`src/rtl/m_phy_rx_mode_ctrl_if.sv`:
```
// m_phy_rx_mode_ctrl_if: command handshake, PHY status and transition strobes of the RX mode controller
interface m_phy_rx_mode_ctrl_if;
  logic        cmd_valid;
  logic        cmd_ready;
  logic [1:0]  cmd_op;
  logic        burst_end;
  logic [1:0]  phy_state;
  logic        pwm_2_sleep;
  logic        pwm_2_line_cfg;
  logic        line_cfg_2_sleep;
  logic        line_cfg_2_stall;
  logic        hs_2_stall;
  logic        hs_2_line_cfg;
  logic        rct;
  logic        busy;
  logic        done;
  logic        err;
  logic [15:0] burst_cycles;
  modport master (
    output cmd_valid, cmd_op, burst_end, phy_state,
    input  cmd_ready, pwm_2_sleep, pwm_2_line_cfg, line_cfg_2_sleep, line_cfg_2_stall,
           hs_2_stall, hs_2_line_cfg, rct, busy, done, err, burst_cycles
  );
  modport slave (
    input  cmd_valid, cmd_op, burst_end, phy_state,
    output cmd_ready, pwm_2_sleep, pwm_2_line_cfg, line_cfg_2_sleep, line_cfg_2_stall,
           hs_2_stall, hs_2_line_cfg, rct, busy, done, err, burst_cycles
  );
endinterface

```
`src/rtl/m_phy_rx_mode_ctrl.sv`:
```
// m_phy_rx_mode_ctrl: turns mode commands into one-cycle RX transition strobes, tracks ack and burst length
module m_phy_rx_mode_ctrl #(
  parameter int ACK_TIMEOUT = 64
) (
  input logic                 clk,
  input logic                 reset,
  m_phy_rx_mode_ctrl_if.slave rx
);
  localparam logic [1:0] S_IDLE = 2'd0, S_HOLD = 2'd1, S_STROBE = 2'd2, S_WAIT_ACK = 2'd3;
  localparam logic [1:0] OP_SLEEP = 2'd0, OP_STALL = 2'd1, OP_HIBERN8 = 2'd2, OP_LINE_CFG = 2'd3;
  localparam logic [1:0] PS_OTHER = 2'd0, PS_PWM = 2'd1, PS_LCFG = 2'd2, PS_HS = 2'd3;
  localparam logic [6:0] ST_PWM_SLEEP = 7'h01, ST_PWM_LCFG = 7'h02, ST_LCFG_SLEEP = 7'h04,
                         ST_LCFG_STALL = 7'h08, ST_HS_STALL = 7'h10, ST_HS_LCFG = 7'h20,
                         ST_RCT = 7'h40;
  logic [1:0]  state_q, state_d, op_q, op_d, src_q, src_d, ps_q;
  logic [6:0]  strb_q, strb_d, sel;
  logic        done_q, done_d, err_q, err_d, seen_q, seen_d;
  logic        bad, cfg_done, go, in_burst, leave;
  logic [15:0] ack_q, ack_d, bcnt_q, bcnt_d, blen_q, blen_d;
  assign in_burst = rx.phy_state[0];
  // Legal transitions depend on where the RX machine currently is.
  always_comb begin
    sel      = '0;
    bad      = 1'b0;
    cfg_done = 1'b0;
    case (rx.phy_state)
      PS_PWM: begin
        sel = op_q == OP_SLEEP ? ST_PWM_SLEEP : op_q == OP_LINE_CFG ? ST_PWM_LCFG : 7'h00;
        bad = op_q == OP_STALL || op_q == OP_HIBERN8;
      end
      PS_HS: begin
        sel = op_q == OP_STALL ? ST_HS_STALL : op_q == OP_LINE_CFG ? ST_HS_LCFG : 7'h00;
        bad = op_q == OP_SLEEP || op_q == OP_HIBERN8;
      end
      PS_LCFG: begin
        sel = op_q == OP_SLEEP ? ST_LCFG_SLEEP : op_q == OP_STALL ? ST_LCFG_STALL :
              op_q == OP_HIBERN8 ? ST_RCT : 7'h00;
        cfg_done = op_q == OP_LINE_CFG;
      end
      default: sel = op_q == OP_HIBERN8 ? ST_RCT : 7'h00;
    endcase
  end
  // Inside a burst a transition may only be issued once the burst has ended.
  assign go = sel != 7'h00 && (!in_burst || seen_q);
  always_comb begin
    state_d = state_q;
    op_d    = op_q;
    src_d   = src_q;
    strb_d  = '0;
    done_d  = 1'b0;
    err_d   = 1'b0;
    ack_d   = ack_q;
    case (state_q)
      S_IDLE: begin
        op_d    = rx.cmd_valid ? rx.cmd_op : op_q;
        state_d = rx.cmd_valid ? S_HOLD : S_IDLE;
      end
      S_HOLD: begin
        if (bad) begin
          err_d   = 1'b1;
          state_d = S_IDLE;
        end else if (cfg_done) begin
          done_d  = 1'b1;
          state_d = S_IDLE;
        end else if (go) begin
          strb_d  = sel;
          src_d   = rx.phy_state;
          state_d = S_STROBE;
        end
      end
      S_STROBE: begin
        ack_d   = '0;
        done_d  = src_q == PS_OTHER;
        state_d = src_q == PS_OTHER ? S_IDLE : S_WAIT_ACK;
      end
      default: begin
        if (rx.phy_state != src_q) begin
          done_d  = 1'b1;
          state_d = S_IDLE;
        end else if (ack_q == 16'(ACK_TIMEOUT - 1)) begin
          err_d   = 1'b1;
          state_d = S_IDLE;
        end else begin
          ack_d = ack_q + 16'd1;
        end
      end
    endcase
  end
  assign seen_d = (state_q == S_HOLD && !bad && !cfg_done && go) ? 1'b0 :
                  !in_burst ? 1'b0 : (rx.burst_end ? 1'b1 : seen_q);
  // A burst ends whenever the state leaves a burst code, including a PWM<->HS switch.
  assign leave  = ps_q[0] && rx.phy_state != ps_q;
  assign blen_d = leave ? bcnt_q : blen_q;
  assign bcnt_d = leave ? {15'd0, in_burst} :
                  in_burst ? (bcnt_q == 16'hFFFF ? bcnt_q : bcnt_q + 16'd1) : 16'd0;
  always_ff @(posedge clk or negedge reset) begin
    if (!reset) begin
      state_q <= S_IDLE;
      op_q    <= '0;
      src_q   <= '0;
      ps_q    <= '0;
      strb_q  <= '0;
      done_q  <= 1'b0;
      err_q   <= 1'b0;
      seen_q  <= 1'b0;
      ack_q   <= '0;
      bcnt_q  <= '0;
      blen_q  <= '0;
    end else begin
      state_q <= state_d;
      op_q    <= op_d;
      src_q   <= src_d;
      ps_q    <= rx.phy_state;
      strb_q  <= strb_d;
      done_q  <= done_d;
      err_q   <= err_d;
      seen_q  <= seen_d;
      ack_q   <= ack_d;
      bcnt_q  <= bcnt_d;
      blen_q  <= blen_d;
    end
  end
  assign rx.cmd_ready        = state_q == S_IDLE;
  assign rx.busy             = state_q != S_IDLE;
  assign rx.done             = done_q;
  assign rx.err              = err_q;
  assign rx.burst_cycles     = blen_q;
  assign rx.pwm_2_sleep      = strb_q[0];
  assign rx.pwm_2_line_cfg   = strb_q[1];
  assign rx.line_cfg_2_sleep = strb_q[2];
  assign rx.line_cfg_2_stall = strb_q[3];
  assign rx.hs_2_stall       = strb_q[4];
  assign rx.hs_2_line_cfg    = strb_q[5];
  assign rx.rct              = strb_q[6];
endmodule

```
`src/flat_wrapper.sv`:
```
// flat-port wrapper written by rule: the top's interface ports become plain ports
module m_phy_rx_mode_ctrl_flat 
#(
  parameter int ACK_TIMEOUT = 64
)
  (clk, reset, rx_cmd_valid, rx_cmd_op, rx_burst_end, rx_phy_state, rx_cmd_ready, rx_pwm_2_sleep, rx_pwm_2_line_cfg, rx_line_cfg_2_sleep, rx_line_cfg_2_stall, rx_hs_2_stall, rx_hs_2_line_cfg, rx_rct, rx_busy, rx_done, rx_err, rx_burst_cycles);
  m_phy_rx_mode_ctrl_if rx_i ();
  input logic clk;
  input logic reset;
  input wire logic [$bits(rx_i.cmd_valid)-1:0] rx_cmd_valid;
  input wire logic [$bits(rx_i.cmd_op)-1:0] rx_cmd_op;
  input wire logic [$bits(rx_i.burst_end)-1:0] rx_burst_end;
  input wire logic [$bits(rx_i.phy_state)-1:0] rx_phy_state;
  output wire logic [$bits(rx_i.cmd_ready)-1:0] rx_cmd_ready;
  output wire logic [$bits(rx_i.pwm_2_sleep)-1:0] rx_pwm_2_sleep;
  output wire logic [$bits(rx_i.pwm_2_line_cfg)-1:0] rx_pwm_2_line_cfg;
  output wire logic [$bits(rx_i.line_cfg_2_sleep)-1:0] rx_line_cfg_2_sleep;
  output wire logic [$bits(rx_i.line_cfg_2_stall)-1:0] rx_line_cfg_2_stall;
  output wire logic [$bits(rx_i.hs_2_stall)-1:0] rx_hs_2_stall;
  output wire logic [$bits(rx_i.hs_2_line_cfg)-1:0] rx_hs_2_line_cfg;
  output wire logic [$bits(rx_i.rct)-1:0] rx_rct;
  output wire logic [$bits(rx_i.busy)-1:0] rx_busy;
  output wire logic [$bits(rx_i.done)-1:0] rx_done;
  output wire logic [$bits(rx_i.err)-1:0] rx_err;
  output wire logic [$bits(rx_i.burst_cycles)-1:0] rx_burst_cycles;
  assign rx_i.cmd_valid = rx_cmd_valid;
  assign rx_i.cmd_op = rx_cmd_op;
  assign rx_i.burst_end = rx_burst_end;
  assign rx_i.phy_state = rx_phy_state;
  assign rx_cmd_ready = rx_i.cmd_ready;
  assign rx_pwm_2_sleep = rx_i.pwm_2_sleep;
  assign rx_pwm_2_line_cfg = rx_i.pwm_2_line_cfg;
  assign rx_line_cfg_2_sleep = rx_i.line_cfg_2_sleep;
  assign rx_line_cfg_2_stall = rx_i.line_cfg_2_stall;
  assign rx_hs_2_stall = rx_i.hs_2_stall;
  assign rx_hs_2_line_cfg = rx_i.hs_2_line_cfg;
  assign rx_rct = rx_i.rct;
  assign rx_busy = rx_i.busy;
  assign rx_done = rx_i.done;
  assign rx_err = rx_i.err;
  assign rx_burst_cycles = rx_i.burst_cycles;
  m_phy_rx_mode_ctrl #(.ACK_TIMEOUT(ACK_TIMEOUT)) u_core (.clk(clk), .reset(reset), .rx(rx_i));
endmodule
```
`config.mk`:
```
export PLATFORM = sky130hd
export DESIGN_NAME = m_phy_rx_mode_ctrl_flat
export DESIGN_NICKNAME = d
export VERILOG_FILES = /design/src/rtl/m_phy_rx_mode_ctrl_if.sv /design/src/rtl/m_phy_rx_mode_ctrl.sv /design/src/flat_wrapper.sv
export SDC_FILE = /design/constraint.sdc
export NUM_CORES = 1
export LEC_CHECK = 0
export BUFFER_PORTS_ARGS = -buffer_cell sky130_fd_sc_hd__buf_4
export CORE_AREA = 2 2 91 71
export DETAILED_ROUTE_END_ITERATION = 12
export DIE_AREA = 0 0 93 73
export PLACE_DENSITY = 0.87
export SKIP_LAST_GASP = 1
export SYNTH_ARGS = -nofsm -noshare
export SYNTH_HDL_FRONTEND = slang
export SYNTH_SLANG_ARGS = --single-unit
```
`constraint.sdc`:
```
create_clock -name clk -period 2.7 [get_ports clk]
set_clock_uncertainty 0.05 [all_clocks]
set_input_delay 0.27 -clock clk [delete_from_list [all_inputs] [get_ports clk]]
set_output_delay 0.27 -clock clk [all_outputs]
set_load 0.005 [all_outputs]
```
## Yosys cells after proc, flatten, opt, wreduce, memory -nomap -nowiden

Cells that the tools add are included.

- Logic and storage cells: 95
- Output and inout port bits: 27
- Register bits after elaboration: 66
- Bits of input ports: 8

- Bitwise gates (word level): 3
- Muxes and demuxes: 39
- Equal/unequal tests: 17
- Add/sub/neg operators: 2
- Reduce and logical (&&, ||, !) cells: 23

Operator list:

| operator | number |
|---|---|
| two-way mux 16 bit | 5 |
| two-way mux 7 bit | 9 |
| adder 16 x 1 -> 16 bit, second input constant | 2 |
| one-hot mux 16 bit (2 select lines) | 1 |
| one-hot mux 7 bit (3 select lines) | 1 |
| equality test 16 bit, second input constant | 1 |
| equality test 16 x 6 -> 1 bit, second input constant | 1 |
| two-way mux 2 bit | 7 |
| two-way mux 1 bit | 11 |
| equality test 2 bit, second input constant | 5 |
| nonzero test 7 bit | 1 |
| equality test 2 x 1 -> 1 bit, second input constant | 3 |
| logical NOT 2 bit | 3 |
| two-way mux 6 bit | 1 |
| inequality test 3 x 2 -> 1 bit, second input constant | 2 |
| one-hot mux 2 bit (3 select lines) | 1 |
| logical AND 1 bit | 5 |
| nonzero test 5 bit | 1 |
| inequality test 2 bit | 2 |
| inequality test 2 bit, second input constant | 2 |
| inequality test 4 x 1 -> 1 bit, second input constant | 1 |
| one-hot mux 1 bit (2 select lines) | 2 |
| AND reduction 2 bit | 2 |
| AND reduction 4 bit | 1 |
| other kinds (7) | 14 |

## Longest topological paths before layout

Gate-level depths: netlist (run 1).

- Depth after elaboration: 11
- Gate-level depth with buffers: 8
- Gate-level depth less buffers: 6

## Worst setup path before layout (run 1)

No wires, ideal clock.

- Kind: register to register
- From: register u_core.state_q[1]
- To: register u_core.ack_q[12]
- Path slack: 682 ps
- Required time: 2572 ps
- Arrival: 1891 ps
- Stages on the path, launching flop included: 8
- Buffers on the path: 1
- Period minus slack after synthesis: 2018 ps
- Library setup time: 78 ps
- Cell sequence: dfrtp_1 > inv_1 > ha_1 > clkbuf_1 > and4bb_1 > nand4b_1 > or4_1 > a21oi_1

- Cells in the longest elaborated chain, start to end: 4
- Elaborated cells between the ends (all ways): 9
- Those cells by class: 4 x eq/ne; 1 x mux; 1 x bitwise; 3 x reduce/logical

RTL lines:

| item | line | RTL |
|---|---|---|
| start, declared | m_phy_rx_mode_ctrl.sv:15 | `logic [1:0] state_q, state_d, op_q, op_d, src_q, src_d, ps_q;` |
| start signal, assigned | m_phy_rx_mode_ctrl.sv:110 | `state_q <= state_d;` |
| equality test 2 x 1 -> 1 bit / logical NOT 2 bit (equally long branches) | m_phy_rx_mode_ctrl.sv:53 | `case (state_q)` |
| OR reduction 2 bit (no source line) | n/a |  |
| NOT 1 bit (no source line) | n/a |  |
| AND reduction 3 bit (no source line) | n/a |  |
| end signal, assigned | m_phy_rx_mode_ctrl.sv:118 | `ack_q <= ack_d;` |
| end, declared | m_phy_rx_mode_ctrl.sv:19 | `logic [15:0] ack_q, ack_d, bcnt_q, bcnt_d, blen_q, blen_d;` |

Several ways; a longest one is shown, not always the timed one.
A chain may end at the register's enable or synchronous reset.

## Final worst setup path (run 1)

Ends and elaborated chain as after synthesis.

==> metrics.cfg, run 1 <==
[timing]
relSlewSlack = 0.454
final.setup.tns_ns = 0
worst_pin_slew_ns = 0.819
post-route-min-period_ns = 2.29
max_clock_freq_mhz = 437
hold_viol = 0
slew_violations = 0
period_share = 0.847
fin_ws_ns = 0.413
finalSetupViolCount = 0
rsz0062_at_grt = false

[logic_synthesis]
synth_fp_nets = 334
synth_cell_types = 54
ys_seq_area_frac = 0.487
syn_avg_cell_area_sq_um = 10.6
yosys_warnings = 0
synth_area_sq_um = 3390
synth-edff-count = 0
synthArstFlopShare = 1.00
ys.flop_type = dfrtp_1
synth-seq-cells = 66
syn_inst = 320

[detailed_routing]
vias = 2770
route.detailed.drc = 0
antenna_left = 0
routed_wl_um = 7480
dr.pass1.iters = 6
drt_iter0_drc = 198
wl_per_cell_um = 16.9
vias_per_cell = 6.27

[layout]
utilization = 0.653
n_antenna_cell = 0
multiInputGateArea_sq_um = 1660
final_cell_mix = dfrtp_1 (66), buf_4 (36), nand2_1 (30)
syn_to_final_growth_pct = 15.6
regArea_sq_um = 1650
drive_gt1_frac = 0.180
fillers = 450
final_common_cell = dfrtp_1
finalNetCount = 370
design_area_sq_um = 3920

[cts]
postCtsSetupRepairBufs = 0
cts.path.max_buffers = 2
cts_tree = done
worstSkewPairLatency_ns = 0.35
numClockSinks = 66
numCtsBuffers = 9
clk_pin_slew_ns = 0.07
h-tree-depth = 3
ctsRootBufferMaster = clkbuf_8

[critical_path]
crit_type = flip-flop to flip-flop
cp_num_buf_inv = 1
required_ns = 2.92
reg2reg_depth = 6
crit_fanout = 10
crit_path_max_incr_delay_ns = 0.60
startpoint = u_core.state_q[1]
startpoint_type = flip-flop
timing.rr.end = u_core.ack_q[12]
rrSetupSlack_ns = 0.41
end_kind = flip-flop
r2r-start = u_core.state_q[1]
slowest_stage = or4_1
cp.arrival_ns = 2.50
path_delay_family = simple AND/OR/NAND/NOR gates
worstPathCellList = inv_1 -> ha_1 -> and4bb_1 -> nand4b_1 -> or4_1 -> a21oi_1

[die]
core_area_sq_um = 6010
die_area_sq_um = 6790
io_pins = 35
die_w_um = 93
rows = 25
die_h_um = 73
start_util = 0.565

[pwr]
p_leak_uw = 0.00177
powerDensity_nw_per_um2 = 760
vdd_ir_drop_max_v = 0.000664

[global_routing]
grt_pass1_wl_um = 12400
overflow = 0
grt_pass1_vias = 2629
antenna_found_initial = 0
grt_max_degree = 67
grt_use_total = 0.238

[run_status]
run_status = completed

[hold_path]
hold_class = primary input to flip-flop
hold_end = u_core.ps_q[0]
hold_start = rx_phy_state[0]
hold_depth = 1

[run]
drv_cap = 0

[placed_design]
numPortBuffers = 34
dp.final_hpwl_um = 4960
pre_cts_ws_ns = 0.523
dpl_cell_area_sq_um = 3710
routabilityCongestion = 0.884

what timing repair did:
item,in CTS,in global routing
gates resized for setup,0,0
setup endpoints to repair,0,0
endpoints found under the hold margin,66,0
hold buffers,1,0
logic make-up (layout without fill, tap and decap cells):
family / count (synthesis) / after routing / synth area share
compound gates: 66 / 66 / 0.125
mux: 29 / 29 / 0.0926
buf+inv: 19 / 60 / 0.0244
flops: 66 / 66 / 0.487
fa+ha+maj: 6 / 6 / 0.0221
simple gates: 129 / 129 / 0.234
xor+xnor: 5 / 5 / 0.0151
final cells by class:
cell class | instances | area share
inverters | 7 | 0.00670
repair buffers | 37 | 0.0715
flip-flops and latches | 66 | 0.421
clock inverters | 6 | 0.0169
clock buffers | 10 | 0.0351
well taps | 81 | 0.0259
multi-input cells | 235 | 0.423
routing by layer:
layer	global-route usage	wire, um	share of wire	up-vias
met5	0	0	0	-
met4	0.0817	138	0.018	0
met3	0.0723	563	0.075	17
met2	0.361	3450	0.46	125
met1	0.330	3330	0.45	1362
li1	-	-	-	1266
state kept, by name (all words and copies together), names as in the netlist:
name / cells
u_core.ack_q: 16
u_core.bcnt_q: 16
u_core.rx.burst_cycles: 16
u_core.strb_q: 7
u_core.op_q: 2
u_core.ps_q: 2
u_core.src_q: 2
u_core.state_q: 2
u_core.rx.done: 1
u_core.rx.err: 1
u_core.seen_q: 1
stage by stage:
step / instances / total power, uW / hold WS, ns
6_report: 442 / 2980 / 0.101
5_1_grt: 442 / 3140 / 0.0847
4_1_cts: 442 / 2990 / 0.0848
3_5_place_dp: 425 / 2140 / 0.366
3_3_place_gp: 425 / 2080 / 0.365
2_1_floorplan: 320 / 1880 / -0.0756
synthesized netlist by cell type (3+ instances only):
cell type | count | area [sq um]
dfrtp_1 | 66 | 1650
nand2_1 | 30 | 113
a21oi_1 | 23 | 115
mux2_1 | 15 | 169
nor2_1 | 11 | 41.3
mux2i_1 | 10 | 100
nand2b_1 | 10 | 62.6
and2_1 | 9 | 56.3
o31ai_1 | 9 | 67.6
nand3_1 | 8 | 40.0
nand4_1 | 8 | 50.1
or4_1 | 8 | 60.1
and3_1 | 7 | 43.8
and4_1 | 7 | 61.3
clkbuf_1 | 7 | 26.3
inv_1 | 7 | 26.3
ha_1 | 6 | 75.1
o21ai_1 | 6 | 30.0
a211oi_1 | 5 | 37.5
nor3_1 | 5 | 25.0
o21ai_0 | 5 | 25.0
mux2_2 | 4 | 45.0
nor2b_1 | 4 | 25.0
or3_1 | 4 | 25.0
a31oi_1 | 3 | 18.8
buf_2 | 3 | 15.0
o211ai_1 | 3 | 22.5
or4_4 | 3 | 33.8
xor2_1 | 3 | 26.3
worst max-delay path by stage:
stage / end / slack [ns] / cells past startpoint
finish: u_core.ack_q[12] / 0.41 / 6
global route: u_core.ack_q[12] / 0.25 / 6
CTS: u_core.ack_q[12] / 0.46 / 6
detailed placement: u_core.ack_q[12] / 0.52 / 6
global placement: u_core.ack_q[12] / 0.61 / 6
floorplan: u_core.ack_q[12] / 0.68 / 7
power by group:
part	total (uW)	internal, uW	switching, uW
logic	843	377	466
registers	1290	1120	171
clock network	851	451	400
Note: power is estimated with default switching activity, not from simulation.
==> run 2, diff against run 1 <==
--- a/config.mk
+++ b/config.mk
@@ -6,10 +6,10 @@
 export NUM_CORES = 1
 export LEC_CHECK = 0
 export BUFFER_PORTS_ARGS = -buffer_cell sky130_fd_sc_hd__buf_4
-export CORE_AREA = 2 2 91 71
+export CORE_AREA = 2 2 96 75
 export DETAILED_ROUTE_END_ITERATION = 12
-export DIE_AREA = 0 0 93 73
-export PLACE_DENSITY = 0.87
+export DIE_AREA = 0 0 98 77
+export PLACE_DENSITY = 0.83
 export SKIP_LAST_GASP = 1
 export SYNTH_ARGS = -nofsm -noshare
 export SYNTH_HDL_FRONTEND = slang
==> constraint.sdc (replaced) <==
create_clock -name clk -period 1.9 [get_ports clk]
set_clock_uncertainty 0.05 [all_clocks]
set_input_delay 0.19 -clock clk [delete_from_list [all_inputs] [get_ports clk]]
set_output_delay 0.19 -clock clk [all_outputs]
set_load 0.005 [all_outputs]
==> run 2 against run 1 <==
The run now ends with setup timing left. Critical endpoint is now u_core.ack_q[6]. Largest power group is now combinational cells. First-iteration DRC count rose by 84%. Utilization up 1.4 points. Final cell count increased by 11%. Critical path depth is 3 higher. Register-to-register slack lost 0.49 ns.
==> metrics.cfg, run 2 (same netlist as run 1, synthesis figures left out) <==
[run_status]
run_status = complete, but fails checks  ; was completed
violations = setup timing

[placed_design]
pre_cts_ws_ns = -0.0894  ; was 0.523 ns
dp.final_hpwl_um = 5530  ; was 4960 um
numPortBuffers = 34  ; unchanged
dp.cells = 466  ; was 425
routabilityCongestion = 0.908  ; was 0.884

[global_routing]
grt_use_total = 0.230  ; was 0.238
grt_max_degree = 30  ; was 67
grt_pass1_wl_um = 13800  ; was 12400 um
overflow = 0  ; unchanged
antenna_found_initial = 0  ; unchanged
grt_pass1_vias = 2850  ; was 2629

[critical_path]
crit_top_cell = buf_4
slowest_stage = dfrtp_1  ; was or4_1
crit_path_max_incr_delay_ns = 0.38  ; was 0.60 ns
cp_num_buf_inv = 4  ; was 1
required_ns = 2.08  ; was 2.92 ns
crit_fanout = 4  ; was 10
path_delay_family = buffers and inverters  ; was simple AND/OR/NAND/NOR gates
worstPathCellList = inv_2 -> ha_2 -> and4bb_1 -> nand4b_1 -> buf_4 -> buf_2 -> buf_4 -> o21ai_1 -> a21oi_1  ; was inv_1 -> ha_1 -> and4bb_1 -> nand4b_1 -> or4_1 -> a21oi_1
startpoint_type = flip-flop  ; unchanged
cp.arrival_ns = 2.15  ; was 2.50 ns
crit_type = flip-flop to flip-flop  ; unchanged
end_kind = flip-flop  ; unchanged

[detailed_routing]
routed_wl_um = 8400  ; was 7480 um
drt_iter0_drc = 365  ; was 198
dr.pass1.iters = 6  ; unchanged
wl_per_cell_um = 17.1  ; was 16.9 um
route.detailed.drc = 0  ; unchanged
vias = 2959  ; was 2770
vias_per_cell = 6.03  ; was 6.27
antenna_left = 0  ; unchanged

[die]
rows = 26  ; was 25
core_area_sq_um = 6600  ; was 6010 sq um
die_w_um = 98  ; was 93 um
die_area_sq_um = 7550  ; was 6790 sq um
start_util = 0.513  ; was 0.565
io_pins = 35  ; unchanged
die_h_um = 77  ; was 73 um

[hold_path]
hold_class = primary input to flip-flop  ; unchanged

[timing]
slew_violations = 0  ; unchanged
rsz0062_at_grt = true  ; was false
worst_pin_slew_ns = 0.508  ; was 0.819 ns
hold-worst-slack_ns = 0.0114  ; was 0.101 ns
post-route-min-period_ns = 1.97  ; was 2.29 ns
final.setup.tns_ns = -0.337  ; was 0 ns
finalSetupViolCount = 9  ; was 0
hold_viol = 0  ; unchanged
relSlewSlack = 0.661  ; was 0.454
period_share = 1.04  ; was 0.847
max_clock_freq_mhz = 506  ; was 437 MHz
fin_ws_ns = -0.0747  ; was 0.413 ns

[pwr]
powerDensity_nw_per_um2 = 1120  ; was 760 nW/um^2
p_clk_frac = 0.276  ; was 0.285
power_frac_seq = 0.351  ; was 0.432
p_leak_uw = 0.00201  ; was 0.00177 uW
p_int_uw = 3270  ; was 1940 uW
vdd_ir_drop_max_v = 0.000974  ; was 0.000664 V
p_switching_uw = 1650  ; was 1040 uW
comb_power_share = 0.372  ; was 0.283
switching_share = 0.336  ; was 0.348

[layout]
final_common_cell = buf_4  ; was dfrtp_1
drive_gt1_frac = 0.324  ; was 0.180
syn_to_final_growth_pct = 29.8  ; was 15.6%
layout.cells.non_filler = 491  ; was 442
fillers = 457  ; was 450
final_cell_mix = buf_4 (78), dfrtp_1 (65), nand2_1 (30)  ; was dfrtp_1 (66), buf_4 (36), nand2_1 (30)
finalNetCount = 416  ; was 370
n_antenna_cell = 0  ; unchanged

[cts]
cts_tree = done  ; unchanged
clk_pin_slew_ns = 0.07  ; about the same
cts.path.max_buffers = 2  ; unchanged
h-tree-depth = 3  ; unchanged
worstSkewPairLatency_ns = 0.36  ; was 0.35 ns
ctsRootBufferMaster = clkbuf_8  ; unchanged
numCtsBuffers = 9  ; unchanged
numClockSinks = 66  ; unchanged

[run]
drv_cap = 0  ; unchanged

[run 2: changes by cell type in the layout (fill, tap and decap cells not counted), sizes merged]
cell / previous run / this run
buf: 36 / 82
clkinv: 2 / 0
bufinv: 1 / 2
clkinvlp: 3 / 4
[run 2: routing by layer]
layer  share of wire  GRT usage  vias up
li1                -          -     1370
met1            0.45      0.316     1441
met2            0.46      0.349      134
met3           0.074     0.0775       14
met4           0.017     0.0681        0
met5               0          0        -
[run 2: worst paths after layout]
path	endpoint	start	cells after the start	slack (ns)
setup / recovery	u_core.ack_q[6]	u_core.state_q[1]	9	-0.07
hold / removal	u_core.ps_q[1]	rx_phy_state[1]	1	0.01
setup reg to reg	u_core.ack_q[6]	u_core.state_q[1]	9	-0.07
hold reg to reg	u_core.rx.burst_cycles[3]	u_core.rx.burst_cycles[3]	1	0.44
max in group asynchronous	u_core.ack_q[10]	reset	3	1.01
min in group asynchronous	u_core.rx.burst_cycles[13]	reset	2	0.24
[run 2: worst register-to-register path, stage by stage (launching register included)]
cell	delay, ns
dfrtp_1	0.38
inv_2	0.07
ha_2	0.17
and4bb_1	0.29
nand4b_1	0.15
buf_4	0.18
buf_2	0.14
buf_4	0.14
o21ai_1	0.16
a21oi_1	0.10
[run 2: power groups by stage]
| stage | clock, uW | combinational, uW | sequential [uW] |
|---|---|---|---|
| global route | 1430 | 1990 | 1760 |
| finish | 1360 | 1830 | 1730 |
| floorplan | 0 | 931 | 1770 |
| detailed placement | 0 | 1600 | 1750 |
| global placement | 0 | 1550 | 1740 |
| CTS | 1360 | 1770 | 1720 |
[run 2: layout make-up]
class	count	area, sq um	area share
tap	84	105	0.0239
clock buffer	10	138	0.0313
clock inverter	6	90.1	0.0205
multi-input combinational	235	1750	0.397
inverter	7	26.3	0.00597
timing repair buffer	83	643	0.146
sequential	66	1650	0.376
[run 2: through the flow]
step	area, sq um	util	total power [uW]
floorplan	3410	-	2700
global placement	4010	0.608	3290
detailed placement	4010	0.608	3350
CTS	4330	0.656	4850
global route	4400	0.666	5180
finish	4400	0.666	4920
[run 2: repair_timing]
action,in CTS,in global routing
gates resized for setup,10,12
hold buffers,1,0
pin swaps,5,7
setup buffers,4,3
setup endpoints to repair,14,22
endpoints found under the hold margin,27,0
cloned,1,0
==> run 3, diff against run 2 <==
--- a/config.mk
+++ b/config.mk
@@ -6,10 +6,10 @@
 export NUM_CORES = 1
 export LEC_CHECK = 0
 export BUFFER_PORTS_ARGS = -buffer_cell sky130_fd_sc_hd__buf_4
-export CORE_AREA = 2 2 96 75
+export CORE_AREA = 2 2 98 76
 export DETAILED_ROUTE_END_ITERATION = 12
-export DIE_AREA = 0 0 98 77
-export PLACE_DENSITY = 0.83
+export DIE_AREA = 0 0 100 78
+export PLACE_DENSITY = 0.81
 export SKIP_LAST_GASP = 1
 export SYNTH_ARGS = -nofsm -noshare
 export SYNTH_HDL_FRONTEND = slang
==> run 3 against run 2 <==
The flow still finishes with violations (setup timing). Wire length rose by 0.87%. Final cell count fell by 0.61%. Via count fell by 0.81%. Clock power fell by 6%. Critical path depth fell by 5. First-iteration DRC count fell by 34%. Final area fell by 0.45%. Combinational power rose by 6%. Total power rose by 0.99%. Maximum frequency fell by 1.6%. Register-to-register slack got worse by 0.03 ns. Critical endpoint is now u_core.state_q[0].
==> metrics.cfg, run 3 (same netlist as run 1, synthesis figures left out) <==
[run_status]
run_status = complete, but fails checks  ; unchanged
violations = setup timing  ; unchanged

[pwr]
p_int_uw = 3300  ; was 3270 uW
power_frac_seq = 0.352  ; was 0.351
vdd_ir_drop_max_v = 0.000714  ; was 0.000974 V
powerDensity_nw_per_um2 = 1130  ; was 1120 nW/um^2
comb_power_share = 0.390  ; was 0.372
p_leak_uw = 0.00202  ; was 0.00201 uW
p_switching_uw = 1670  ; was 1650 uW
switching_share = 0.337  ; was 0.336
p_clk_frac = 0.258  ; was 0.276

[global_routing]
grt_pass1_vias = 2791  ; was 2850
grt_pass1_wl_um = 13300  ; was 13800 um
grt_max_degree = 67  ; was 30
antenna_found_initial = 0  ; unchanged
grt_use_total = 0.218  ; was 0.230
overflow = 0  ; unchanged

[critical_path]
cp_num_buf_inv = 0  ; was 4
cp.arrival_ns = 2.18  ; was 2.15 ns
crit_fanout = 3  ; was 4
path_delay_family = simple AND/OR/NAND/NOR gates  ; was buffers and inverters
crit_path_max_incr_delay_ns = 0.57  ; was 0.38 ns
required_ns = 2.08  ; about the same
end_kind = flip-flop  ; unchanged
worstPathCellList = or4_4 -> nor4_4 -> o32a_4 -> mux2_4  ; was inv_2 -> ha_2 -> and4bb_1 -> nand4b_1 -> buf_4 -> buf_2 -> buf_4 -> o21ai_1 -> a21oi_1
crit_type = flip-flop to flip-flop  ; unchanged
startpoint_type = flip-flop  ; unchanged
slowest_stage = or4_4  ; was dfrtp_1

[placed_design]
routabilityCongestion = 0.884  ; was 0.908
dp.final_hpwl_um = 5610  ; was 5530 um
numPortBuffers = 34  ; unchanged
dpl_cell_area_sq_um = 3990  ; was 4010 sq um

[layout]
n_antenna_cell = 0  ; unchanged
syn_to_final_growth_pct = 29.2  ; was 29.8%
final_common_cell = buf_4  ; unchanged
design_area_sq_um = 4380  ; was 4400 sq um
final_cell_mix = buf_4 (77), dfrtp_1 (66), nand2_1 (30)  ; was buf_4 (78), dfrtp_1 (65), nand2_1 (30)
regArea_sq_um = 1650  ; about the same
multiInputGateArea_sq_um = 1780  ; was 1750 sq um
fillers = 512  ; was 457
finalNetCount = 413  ; was 416
drive_gt1_frac = 0.322  ; was 0.324

[detailed_routing]
vias_per_cell = 6.01  ; was 6.03
drt_iter0_drc = 242  ; was 365
route.detailed.drc = 0  ; unchanged
vias = 2935  ; was 2959
dr.pass1.iters = 5  ; was 6
routed_wl_um = 8470  ; was 8400 um
antenna_left = 0  ; unchanged
wl_per_cell_um = 17.4  ; was 17.1 um

[cts]
h-tree-depth = 3  ; unchanged
cts.path.max_buffers = 2  ; unchanged
cts_tree = done  ; unchanged
ctsRootBufferMaster = clkbuf_8  ; unchanged
numClockSinks = 66  ; unchanged
numCtsBuffers = 9  ; unchanged
worstSkewPairLatency_ns = 0.35  ; was 0.36 ns
clk_pin_slew_ns = 0.07  ; about the same

[timing]
finalSetupViolCount = 18  ; was 9
worst_pin_slew_ns = 0.809  ; was 0.508 ns
slew_violations = 0  ; unchanged
max_clock_freq_mhz = 499  ; was 506 MHz
post-route-min-period_ns = 2.01  ; was 1.97 ns
relSlewSlack = 0.461  ; was 0.661
fin_ws_ns = -0.106  ; was -0.0747 ns
final.setup.tns_ns = -0.970  ; was -0.337 ns
rsz0062_at_grt = true  ; unchanged
period_share = 1.06  ; was 1.04
hold_viol = 0  ; unchanged

[hold_path]
hold_class = primary input to flip-flop  ; unchanged

[die]
io_pins = 35  ; unchanged
rows = 26  ; unchanged
core_area_sq_um = 6770  ; was 6600 sq um
die_w_um = 100  ; was 98 um
start_util = 0.501  ; was 0.513
die_area_sq_um = 7800  ; was 7550 sq um
die_h_um = 78  ; was 77 um

[run]
drv_cap = 0  ; unchanged

==> run 3: cell count changes in the layout (fill, tap and decap cells not counted), sizes merged <==
| cell | before | now |
|---|---|---|
| buf | 82 | 79 |
| clkinv | 0 | 3 |
| clkinvlp | 4 | 0 |
| clkbuf | 10 | 11 |
==> run 3: worst paths after layout <==
kind,start,to,slack [ns],depth (start not counted)
worst max-delay path,u_core.ack_q[13],u_core.state_q[0],-0.11,4
worst min-delay path,rx_phy_state[1],u_core.ps_q[1],0.03,1
worst max register to register,u_core.ack_q[13],u_core.state_q[0],-0.11,4
worst min register to register,u_core.rx.burst_cycles[2],u_core.rx.burst_cycles[2],0.44,1
max in group asynchronous,reset,u_core.ack_q[7],0.85,2
min in group asynchronous,reset,u_core.rx.burst_cycles[13],0.43,2
==> run 3: per-stage QoR <==
step                power [uW]   util  hold WS, ns  setup slack [ns]  instances
floorplan                 2700      -       -0.156           -0.0843        320
finish                    4970  0.647       0.0271            -0.106        488
global route              5270  0.647       0.0160            -0.173        488
global placement          3290  0.589        0.294           -0.0160        464
CTS                       4810  0.629      0.00963            -0.105        485
detailed placement        3390  0.589        0.292            -0.119        464
==> run 3: area by class of cell <==
type	count	area share
inverter	7	0.00600
multi-input combinational	235	0.406
clock inverter	5	0.0180
timing repair buffer	80	0.139
clock buffer	11	0.0300
tap	84	0.0240
sequential	66	0.377
==> run 3: worst reg2reg max path, stage by stage, from the launching register on <==
cell,delay (ns)
dfrtp_1,0.38
or4_4,0.57
nor4_4,0.35
o32a_4,0.24
mux2_4,0.30
==> run 3: routing by layer <==
metal / routed length, um / GRT usage / vias to the layer above
li1: - / - / 1365
met5: 0 / 0 / -
met2: 3960 / 0.332 / 134
met4: 254 / 0.0890 / 0
met3: 611 / 0.0559 / 31
met1: 3640 / 0.297 / 1405
==> run 3: power groups by stage <==
stage                     Clock, uW  Combinational [uW]  Sequential [uW]
after floorplan                   0                 931             1770
after global routing           1370                2130             1770
after CTS                      1310                1760             1740
after detailed placement          0                1620             1770
after global placement            0                1540             1750
final                          1280                1940             1750
==> run 3: what timing repair did <==
| action | CTS | global route |
|---|---|---|
| pin swaps | 4 | 11 |
| hold endpoints to repair | 66 | 0 |
| gates cloned | 0 | 0 |
| hold buffers | 1 | 0 |
| gates resized for setup | 4 | 22 |
| setup endpoints to repair | 18 | 25 |
| setup buffers | 4 | 3 |
